### config.mk
export PLATFORM = sky130hd
export DESIGN_NAME = predictor_ghist_param
export DESIGN_NICKNAME = d
export VERILOG_FILES = /design/src/rtl/predictor_ghist_param.sv
export SDC_FILE = /design/constraint.sdc
export NUM_CORES = 1
export LEC_CHECK = 0
export CAP_MARGIN = 20
export CORE_ASPECT_RATIO = 1.75
export CORE_MARGIN = 4
export CORE_UTILIZATION = 52
export DETAILED_ROUTE_END_ITERATION = 12
export PLACE_DENSITY = 0.69
export RECOVER_POWER = 25
export SYNTH_ARGS = -nofsm -noshare
export SYNTH_HDL_FRONTEND = slang
export SYNTH_SLANG_ARGS = --single-unit
### constraint.sdc
create_clock -name cpu_clk -period 34.3 [get_ports cpu_clk]
set_input_delay 3.43 -clock cpu_clk [delete_from_list [all_inputs] [get_ports cpu_clk]]
set_output_delay 3.43 -clock cpu_clk [all_outputs]
set_load 0.01 [all_outputs]
### src/rtl/predictor_ghist_param.sv
// Two-level global-history branch predictor with a selectable index hash.
// The counter table is swept to weakly-not-taken by an INIT state after reset
// or flush, so the array itself carries no reset and can map onto plain RAM.
module predictor_ghist_param #(
  parameter int ADDR_WIDTH    = 32,
  parameter int ENTRY_NUM     = 256,
  parameter int PR_ADDR_WIDTH = $clog2(ENTRY_NUM),
  parameter int GHR_WIDTH     = 4,
  parameter int CNT_WIDTH     = 2,
  parameter int INDEX_MODE    = 1
) (
  input  logic                  cpu_clk,
  input  logic                  cpu_rstn,
  input  logic [ADDR_WIDTH-1:0] next_pc,
  input  logic                  branch_ex,
  input  logic                  is_loop_ex,
  input  logic                  branch_taken_ex,
  input  logic [ADDR_WIDTH-1:0] branch_pc_ex,
  input  logic                  flush_req,
  output logic [CNT_WIDTH-1:0]  predictor,
  output logic                  predict_taken,
  output logic                  predictor_ready
);

  localparam logic [CNT_WIDTH-1:0]     CNT_WNT  = CNT_WIDTH'((1 << (CNT_WIDTH - 1)) - 1);
  localparam logic [CNT_WIDTH-1:0]     CNT_MAX  = {CNT_WIDTH{1'b1}};
  localparam logic [PR_ADDR_WIDTH-1:0] LAST_IDX = PR_ADDR_WIDTH'(ENTRY_NUM - 1);

  typedef enum logic {ST_INIT, ST_RUN} state_t;

  state_t                   state_q, state_d;
  logic [PR_ADDR_WIDTH-1:0] init_idx_q, init_idx_d;
  logic [GHR_WIDTH-1:0]     ghr_q, ghr_d;

  logic [CNT_WIDTH-1:0]     cnt_table [ENTRY_NUM];

  logic [PR_ADDR_WIDTH-1:0] rd_pc_idx, wr_pc_idx;
  logic [PR_ADDR_WIDTH-1:0] rd_idx, wr_idx;
  logic                     upd;
  logic                     tbl_we;
  logic [PR_ADDR_WIDTH-1:0] tbl_waddr;
  logic [CNT_WIDTH-1:0]     tbl_wdata;
  logic [CNT_WIDTH-1:0]     cur_cnt;
  logic                     unused_ok;

  // Word-aligned PCs: drop the two byte-offset bits before indexing.
  assign rd_pc_idx = next_pc[PR_ADDR_WIDTH+1:2];
  assign wr_pc_idx = branch_pc_ex[PR_ADDR_WIDTH+1:2];

  // Upper PC bits (and, in some configurations, parts of pc_idx) do not feed the index.
  assign unused_ok = ^{next_pc, branch_pc_ex, rd_pc_idx, wr_pc_idx};

  // Index hash: both ports see the same pre-update history.
  generate
    if (INDEX_MODE == 0) begin : g_gselect
      if (GHR_WIDTH == PR_ADDR_WIDTH) begin : g_ghr_only
        assign rd_idx = ghr_q;
        assign wr_idx = ghr_q;
      end else begin : g_concat
        assign rd_idx = {ghr_q, rd_pc_idx[PR_ADDR_WIDTH-GHR_WIDTH-1:0]};
        assign wr_idx = {ghr_q, wr_pc_idx[PR_ADDR_WIDTH-GHR_WIDTH-1:0]};
      end
    end else begin : g_gshare
      assign rd_idx = rd_pc_idx ^ PR_ADDR_WIDTH'(ghr_q);
      assign wr_idx = wr_pc_idx ^ PR_ADDR_WIDTH'(ghr_q);
    end
  endgenerate

  // A flush in the same cycle wins over any resolved branch.
  assign upd = (state_q == ST_RUN) && branch_ex && !is_loop_ex && !flush_req;

  // Table write port: INIT sweep or saturating counter update.
  always_comb begin
    tbl_we    = 1'b0;
    tbl_waddr = init_idx_q;
    tbl_wdata = CNT_WNT;
    cur_cnt   = cnt_table[wr_idx];
    if (state_q == ST_INIT) begin
      tbl_we = 1'b1;
    end else if (upd) begin
      tbl_we    = 1'b1;
      tbl_waddr = wr_idx;
      if (branch_taken_ex) begin
        tbl_wdata = (cur_cnt == CNT_MAX) ? cur_cnt : cur_cnt + CNT_WIDTH'(1);
      end else begin
        tbl_wdata = (cur_cnt == '0) ? cur_cnt : cur_cnt - CNT_WIDTH'(1);
      end
    end
  end

  // Counter array storage, deliberately without reset.
  always_ff @(posedge cpu_clk) begin
    if (tbl_we) begin
      cnt_table[tbl_waddr] <= tbl_wdata;
    end
  end

  // Next-state logic for the init/run FSM and the global history.
  always_comb begin
    state_d    = state_q;
    init_idx_d = init_idx_q;
    ghr_d      = ghr_q;
    if (flush_req) begin
      state_d    = ST_INIT;
      init_idx_d = '0;
      ghr_d      = '0;
    end else begin
      case (state_q)
        ST_INIT: begin
          init_idx_d = init_idx_q + PR_ADDR_WIDTH'(1);
          if (init_idx_q == LAST_IDX) begin
            state_d = ST_RUN;
          end
        end
        ST_RUN: begin
          if (upd) begin
            ghr_d = (ghr_q << 1) | GHR_WIDTH'(branch_taken_ex);
          end
        end
        default: state_d = ST_INIT;
      endcase
    end
  end

  // State, sweep pointer and history registers.
  always_ff @(posedge cpu_clk or negedge cpu_rstn) begin
    if (!cpu_rstn) begin
      state_q    <= ST_INIT;
      init_idx_q <= '0;
      ghr_q      <= '0;
    end else begin
      state_q    <= state_d;
      init_idx_q <= init_idx_d;
      ghr_q      <= ghr_d;
    end
  end

  // Read port: zero-latency lookup, forced to weakly-not-taken until the table is valid.
  always_comb begin
    predictor_ready = (state_q == ST_RUN);
    predictor       = CNT_WNT;
    if (state_q == ST_RUN) begin
      predictor = cnt_table[rd_idx];
    end
    predict_taken = predictor[CNT_WIDTH-1];
  end

endmodule
[Word level (Yosys, flattened, before mapping)]
Memories as Yosys holds them, arrays and structs flattened.
Index checks and enable logic that the tools add are counted.
Operators by class
  $add $sub $neg: 3
  eq/ne operators: 3
  multiplexer cells: 20
  bitwise logic cells: 3
  reduce and logical (&&, ||, !) cells: 9
Operators by type and width (count)
  $mux 8: 4
  $xor 8x4->8: 2
  $mux 2: 6
  $mux 4: 3
  $add 8x1->8 const B: 1
  $eq 8x8->1 const B: 1
  $mux 1: 7
  $or 4x1->4: 1
  $reduce_bool 2->1: 2
  $logic_and 1x1->1: 3
  $add 2x1->2 const B: 1
  $eq 2x2->1 const B: 1
  $logic_not 1->1: 2
  $logic_not 2->1: 1
  $ne 2x2->1 const B: 1
  $reduce_and 2->1: 1
  $sub 2x1->2 const B: 1
Storage, ports and cells
  register bits: 13
  RAM bits: 512
  logic and storage cells: 42
  memories kept: 1
Memories
  cnt_table: depth 256, width 2, rd ports 2, clocked after memory_dff 0, write ports 1, RTL line 35  | logic [CNT_WIDTH-1:0] cnt_table [ENTRY_NUM];

[Depth between registers and ports, before layout]
Gate-level depths: netlist of run 1.
  word-level depth: 7
  depth in mapped cells: 13
  gate-level depth less buffers: 9

[Worst setup path after synthesis of run 1]
OpenSTA, ideal clock, no wires.
  path kind: input -> register
  from: input branch_pc_ex[2]
  to: memory cnt_table[0][0], data pin
  arrival time: 15.450 ns
  required time: 32.112 ns
  path slack: 16.661 ns
  stages on the path: 10
  cells stage by stage: xnor2_2 > buf_2 > buf_4 > mux4_2 > a22oi_1 > o221ai_1 > o211ai_1 > o311a_1 > a21oi_1 > o21ai_0
On the way
  cells in the longest elaborated chain, start to end: 7
  elaborated cells on any way between the ends: 11
  classes of those cells: 2 x add/sub; 1 x eq/ne; 5 x mux; 1 x bitwise; 1 x reduce/logical; 1 x memory
Ends and longest elaborated chain
  start, declared: RTL line 18  | input logic [ADDR_WIDTH-1:0] branch_pc_ex,
  $xor 8x4->8 (*): RTL line 65  | assign wr_idx = wr_pc_idx ^ PR_ADDR_WIDTH'(ghr_q);
  $mem_v2 256x2 (*)
  $sub 2x1->2, or another cell as far along: RTL line 86  | tbl_wdata = (cur_cnt == '0) ? cur_cnt : cur_cnt - CNT_WIDTH'(1);
  $mux 2 (on tied branches): RTL line 86, 84
  $mux 2 (*): RTL line 83  | if (branch_taken_ex) begin
  $mux 2 (*): RTL line 80  | end else if (upd) begin
  $mux 2 (*): RTL line 78  | if (state_q == ST_INIT) begin
  via tbl_wdata[0]: RTL line 42  | logic [CNT_WIDTH-1:0] tbl_wdata;
  end, declared: RTL line 35
Mark *: on every way through the listed nets, which the timed path passes. The rest lies on a longest branch.

[Worst setup path after layout of run 1]
  from: input next_pc[2]
  to: output predict_taken
On the way
  cells in the longest elaborated chain, start to end: 3
Ends and longest elaborated chain
  start, declared: RTL line 14  | input logic [ADDR_WIDTH-1:0] next_pc,
  $xor 8x4->8: RTL line 64  | assign rd_idx = rd_pc_idx ^ PR_ADDR_WIDTH'(ghr_q);
  $mem_v2 256x2
  $mux 2: RTL line 142  | if (state_q == ST_RUN) begin
  end, declared: RTL line 21  | output logic predict_taken,
No other way between the ends.

==> impl_metrics.env, run 1 <==
export IMPL_maxSlewViolCount=69
export IMPL_drt_iter0_markers=2161
export IMPL_post_place_cells=2193
export IMPL_layout_commonest_cell="edfxtp_1"
export IMPL_tns_ns=0
export IMPL_post_cts_buffers=0
export IMPL_timing_max_cap_violations=5
export IMPL_clock_sinks=525
export IMPL_drt_vias_per_instance=6.91
export IMPL_setup_violations=0
export IMPL_synth_yosys_seq_area_share_pct=60.5
export IMPL_grt_antenna_before_repair=2
export IMPL_place_area_um2=27000
export IMPL_cts_tree="done"
export IMPL_hp_start="init_idx_q[7]$_DFFE_PN0P_"
export IMPL_fillers=3812
export IMPL_relSlewSlack_pct=-12.0
export IMPL_die_area_um2=53600
export IMPL_r2r_slack_ns=27.55
export IMPL_cts_resized=0
export IMPL_start_util_pct=52.4
export IMPL_area_growth_pct=9.96
export IMPL_syn_mean_instance_area_um2=16.4
export IMPL_tightest_slew_ns=1.68
export IMPL_grt_overflow=0
export IMPL_hold_path_depth=2
export IMPL_ir_worst_vdd_v=0.0000278
export IMPL_yosysWarnings=0
export IMPL_finalCriticalPeriod_ns=11.99
export IMPL_synth_edf_count=512
export IMPL_ys_seq_elements=525
export IMPL_clk_latency_ns=0.58
export IMPL_power_mw=1.32
export IMPL_grt_pass1_wl_mm=112
export IMPL_ys_types=52
export IMPL_final_cells=2284
export IMPL_multi_input_area_um2=9790
export IMPL_vias=15800
export IMPL_cp_common_cell="mux4_2"
export IMPL_io_pins=74
export IMPL_hpwl_mm=48.8
export IMPL_whs_ns=0.651
export IMPL_min_to="init_idx_q[7]$_DFFE_PN0P_"
export IMPL_layout_setup_ws_ns=22.31
export IMPL_ant_nets=0
export IMPL_violations="capacitance limit, slew limit"
export IMPL_grtUsageTotal_pct=29.1
export IMPL_rr_startpoint="ghr_q[0]$_DFFE_PN0P_"
export IMPL_hp_class="flop to flop"
export IMPL_layout_common_cells="edfxtp_1, nor2_1, mux4_2, nand2_1, clkbuf_16"
export IMPL_hold_viol_final=0
export IMPL_dr_pass1_iters=6
export IMPL_cts_buffers=47
export IMPL_fp_dieW_um=177
export IMPL_status="finished with violations"
export IMPL_core_region_area_um2=49500
export IMPL_r2r_cells=13
export IMPL_drt_total_wl_mm=77.0
export IMPL_die_h_um=303
export IMPL_async_flop_share_pct=2.48
export IMPL_synth_nets=1657
export IMPL_cp_max_fo=38
export IMPL_arrival_ns=8.56
export IMPL_post_place_ws_ns=22.26
export IMPL_cts_buffer_depth=3
export IMPL_p_per_area_nw_per_um2=46.1
export IMPL_post_synth_instance_area_um2=25900
export IMPL_worstSetupPathType="input pin to primary output"
export IMPL_hold_buffers=0
export IMPL_wl_per_cell_um=33.7
export IMPL_rsz0062_at_grt="no"
export IMPL_fin_skew_ns=0.0268
export IMPL_clkTransAtPathRegs_ns=0.07
export IMPL_endpoint_kind="primary output"
export IMPL_drive_gt1_share_pct=25.4
export IMPL_grt_pass1_vias=16600
export IMPL_ys_flop_type="edfxtp_1"
export IMPL_leakagePower_nw=9.73
export IMPL_drt_drc_violations_left=0
export IMPL_crit_chain="clkdlybuf4s50_1 > xor2_4 > buf_4 > buf_4 > mux4_2 > mux4_2 > mux4_2 > mux4_2 > and2_1 > clkdlybuf4s50_1"
export IMPL_post_route_util_pct=57.7
export IMPL_startpoint_type="input pin"
export IMPL_slowest_delay_ns=0.82
export IMPL_portBuffers=25
export IMPL_max_freq_ghz=0.0834
export IMPL_gp_congestion=0.914
export IMPL_final_nets=1656
export IMPL_rows=108
export IMPL_root_buffer="clkbuf_16"
export IMPL_synth_cells=1586
export IMPL_design_area_um2=28500
export IMPL_cpMaxStageDelayCell="buf_4"
export IMPL_finalCritPeriodShare_pct=34.9
export IMPL_grt_max_degree=131
export IMPL_regArea_um2=15700
export IMPL_reg2reg_to="cnt_table[210][0]$_DFFE_PP_"
export IMPL_required_ns=30.87
export IMPL_htree_levels=2
report_power, final:
group	internal [mW]	switching (mW)
clock network	0.299	0.236
logic	0.0315	0.0557
registers	0.693	0.000793
layer usage:
layer	routed length (um)	track usage, %
met3	6920	5.21
met5	0	0
met2	39900	50.1
met1	24000	33.5
met4	6250	18.5
Yosys cell counts, drive strengths merged (2+ instances only):
cell type / n / area, um^2
edfxtp: 512 / 15400
nor2: 297 / 1110
mux4: 286 / 6440
nand2: 126 / 473
clkbuf: 71 / 267
buf: 51 / 313
nand3: 45 / 225
o21ai: 22 / 110
a21oi: 19 / 95.1
mux2i: 19 / 190
a22oi: 16 / 120
dfrtp: 13 / 325
xor2: 12 / 139
xnor2: 8 / 85.1
a31oi: 7 / 43.8
nand2b: 7 / 43.8
nand3b: 7 / 52.6
nand4: 7 / 43.8
nor3: 7 / 35.0
a32oi: 6 / 52.6
mux2: 5 / 56.3
o211ai: 5 / 37.5
a311oi: 4 / 35.0
inv: 4 / 15.0
a22o: 3 / 26.3
nor2b: 3 / 18.8
o31ai: 3 / 22.5
a221o: 2 / 20.0
o221ai: 2 / 17.5
or2: 2 / 12.5
worst max-delay path by stage:
stage	start	end	slack, ns	cells after the start
2_1_floorplan	branch_pc_ex[2]	cnt_table[0][0]$_DFFE_PP_	16.66	10
5_1_grt	next_pc[2]	predict_taken	22.11	10
3_3_place_gp	next_pc[2]	predictor[1]	22.25	10
3_5_place_dp	next_pc[2]	predict_taken	22.26	10
6_report	next_pc[2]	predict_taken	22.31	10
4_1_cts	next_pc[2]	predict_taken	22.26	10
registers in the layout, indices dropped and copies added, names as in the netlist:
signal	flops
cnt_table	512
predictor_ready	1
ghr_q	4
init_idx_q	8
critical path, delay by kind of cell:
kind / cells / cell delay [ns]
buffers and inverters: 4 / 2.52
muxes: 4 / 2.16
and+or+nand+nor: 1 / 0.19
xor gates and xnor gates: 1 / 0.16
cell type report:
type / count / area share, %
clock inverters: 30 / 0.970
inverters: 4 / 0.0527
diodes: 2 / 0.0176
clock buffers: 56 / 4.39
well taps: 660 / 2.90
repair buffers: 72 / 2.26
multi-input cells: 935 / 34.3
flip-flops and latches: 525 / 55.1
cell families (layout without fill, tap and decap cells):
group                      Yosys count  in the layout  share of synthesized area, %
AOI/OAI and AO/OA                   96             96                          2.47
DFF                                525            525                          60.5
xor gates and xnor gates            20             20                         0.864
other                                0              2                             0
and+or+nand+nor                    507            507                          7.95
buffers and inverters              126            162                          2.29
muxes                              310            310                          25.8
adders and majority gates            2              2                        0.0868
Power figures use the tool's default switching activity.
==> inputs of run 2 (changes only) <==
==> constraint.sdc (replaced) <==
create_clock -name cpu_clk -period 11.9 [get_ports cpu_clk]
set_input_delay 1.19 -clock cpu_clk [delete_from_list [all_inputs] [get_ports cpu_clk]]
set_output_delay 1.19 -clock cpu_clk [all_outputs]
set_load 0.01 [all_outputs]
==> run 2 against run 1 <==
The run still ends with capacitance limit, slew limit left. Via count fell by 0.17%. Clock power rose to 2.9 times the previous value. Worst setup slack got worse by 19 ns. Critical endpoint is now cnt_table[188][1]$_DFFE_PP_. Largest cell class unchanged.
==> impl_metrics.env, run 2 (synthesized netlist as in run 1, its figures left out) <==
export IMPL_status="finished with violations"
export IMPL_violations="capacitance limit, slew limit"
export IMPL_gp_congestion=0.932
export IMPL_top_register="cnt_table"
export IMPL_cp_max_fo=204
export IMPL_cts_tree="done"
export IMPL_grtUsageTotal_pct=29.1
export IMPL_area_growth_pct=9.86
export IMPL_cts_buffer_depth=3
export IMPL_layout_common_cells="edfxtp_1, nor2_1, mux4_2, nand2_1, clkbuf_16"
export IMPL_root_buffer="clkbuf_16"
export IMPL_layout_setup_ws_ns=3.49
export IMPL_fp_dieW_um=177
export IMPL_grt_pass1_wl_mm=112
export IMPL_top_usage_layer="met2"
export IMPL_p_sw_mw=0.850
export IMPL_finalCritPeriodShare_pct=70.7
export IMPL_timing_max_cap_violations=7
export IMPL_setup_violations=0
export IMPL_post_place_ws_ns=4.28
export IMPL_place_area_um2=27000
export IMPL_post_cts_buffers=0
export IMPL_max_freq_ghz=0.119
export IMPL_layout_commonest_cell="edfxtp_1"
export IMPL_switching_share_pct=22.3
export IMPL_hp_class="flop to flop"
export IMPL_grtUsageMet2_pct=49.1
export IMPL_drt_total_wl_mm=76.7
export IMPL_p_per_area_nw_per_um2=134
export IMPL_hold_buffers=0
export IMPL_die_area_um2=53600
export IMPL_relSlewSlack_pct=-116
export IMPL_grt_overflow=0
export IMPL_endpoint_kind="flop"
export IMPL_tns_ns=0
export IMPL_vias=15700
export IMPL_grt_antenna_before_repair=1
export IMPL_hpwl_mm=48.4
export IMPL_maxSlewViolCount=122
export IMPL_design_area_um2=28500
export IMPL_intPower_mw=2.96
export IMPL_drt_drc_violations_left=0
export IMPL_hold_viol_final=0
export IMPL_p_comb_share_pct=6.5
export IMPL_grt_max_degree=229
export IMPL_clock_sinks=525
export IMPL_dr_pass1_iters=6
export IMPL_die_h_um=303
export IMPL_groute_layer_met3_usage_pct=5.01
export IMPL_cts_resized=0
export IMPL_arrival_ns=8.67
export IMPL_rsz0062_at_grt="no"
export IMPL_ant_nets=0
export IMPL_rows=108
export IMPL_clkTransAtPathRegs_ns=0.07
export IMPL_cts_buffers=47
export IMPL_power_mw=3.81
export IMPL_wl_per_cell_um=33.7
export IMPL_seqPwrFrac_pct=52.5
export IMPL_drt_iter0_markers=1853
export IMPL_fin_skew_ns=0.0208
export IMPL_htree_levels=2
export IMPL_drt_vias_per_instance=6.92
export IMPL_ir_worst_vdd_v=0.000113
export IMPL_io_pins=74
export IMPL_grtUsageMet1_pct=34.1
export IMPL_portBuffers=25
export IMPL_final_nets=1652
export IMPL_required_ns=12.16
export IMPL_tightest_slew_ns=3.23
export IMPL_grt_pass1_vias=16600
export IMPL_core_region_area_um2=49500
export IMPL_startpoint_type="input pin"
export IMPL_clk_latency_ns=0.59
export IMPL_start_util_pct=52.4
export IMPL_leakagePower_nw=9.71
export IMPL_drive_gt1_share_pct=25.5
export IMPL_largest_registers="cnt_table: 512 flops, init_idx_q: 8 flops, ghr_q: 4 flops"
export IMPL_largest_reg_flops=512
export IMPL_clkPwrFrac_pct=40.9
export IMPL_finalCriticalPeriod_ns=8.41
export IMPL_worstSetupPathType="input pin to flop"
## run 2: critical path, cell delays in order
cell and delay [ns]:
dlygate4sd3_1 0.73, xor2_4 0.16, buf_4 0.63, clkbuf_1 2.34, mux4_2 0.63, mux4_2 0.38
o211ai_1 0.22, a32oi_1 0.30, nand3_1 0.12, maj3_1 0.38, nor2_4 0.54, buf_16 0.25
buf_12 0.60
## run 2: cell type report
cell class / count / area [um^2]
timing repair buffer: 68 / 617
tap: 660 / 826
fill: 3809 / 21000
multi-input combinational: 935 / 9790
antenna: 2 / 5.00
inverter: 4 / 15.0
sequential: 525 / 15700
clock buffer: 56 / 1230
clock inverter: 25 / 299
## run 2: per-stage QoR
step / utilization [%] / std cells / hold slack [ns]
after floorplan: - / 1586 / 0.560
after global placement: 54.5 / 2191 / 0.595
after detailed placement: 54.5 / 2191 / 0.621
after CTS: 57.6 / 2272 / 0.637
after global routing: 57.6 / 2273 / 0.676
final: 57.6 / 2275 / 0.649
## run 2: layer usage
layer / vias up / wire [um]
li1: 6357 / -
met1: 8118 / 24000
met2: 991 / 39000
met3: 281 / 7190
met4: 0 / 6490
met5: - / 0
## run 2: power groups by stage
stage,Combinational [mW],Sequential [mW],Clock (mW)
floorplan,0.152,2.04,0
global placement,0.247,2.04,0
detailed placement,0.247,2.04,0
CTS,0.247,2.00,1.56
global route,0.257,2.00,1.64
finish,0.249,2.00,1.56
## run 2: worst paths after layout
| check | startpoint | end | slack, ns | cells past startpoint |
|---|---|---|---|---|
| worst min-delay path | init_idx_q[7]$_DFFE_PN0P_ | init_idx_q[7]$_DFFE_PN0P_ | 0.65 | 2 |
| worst min register to register | init_idx_q[7]$_DFFE_PN0P_ | init_idx_q[7]$_DFFE_PN0P_ | 0.65 | 2 |
| min in group asynchronous | cpu_rstn | init_idx_q[0]$_DFFE_PN0P_ | 1.16 | 1 |
| worst max register to register | ghr_q[0]$_DFFE_PN0P_ | cnt_table[188][1]$_DFFE_PP_ | 4.02 | 12 |
| max in group asynchronous | cpu_rstn | ghr_q[1]$_DFFE_PN0P_ | 10.20 | 1 |
| worst max-delay path | branch_pc_ex[2] | cnt_table[188][1]$_DFFE_PP_ | 3.49 | 13 |
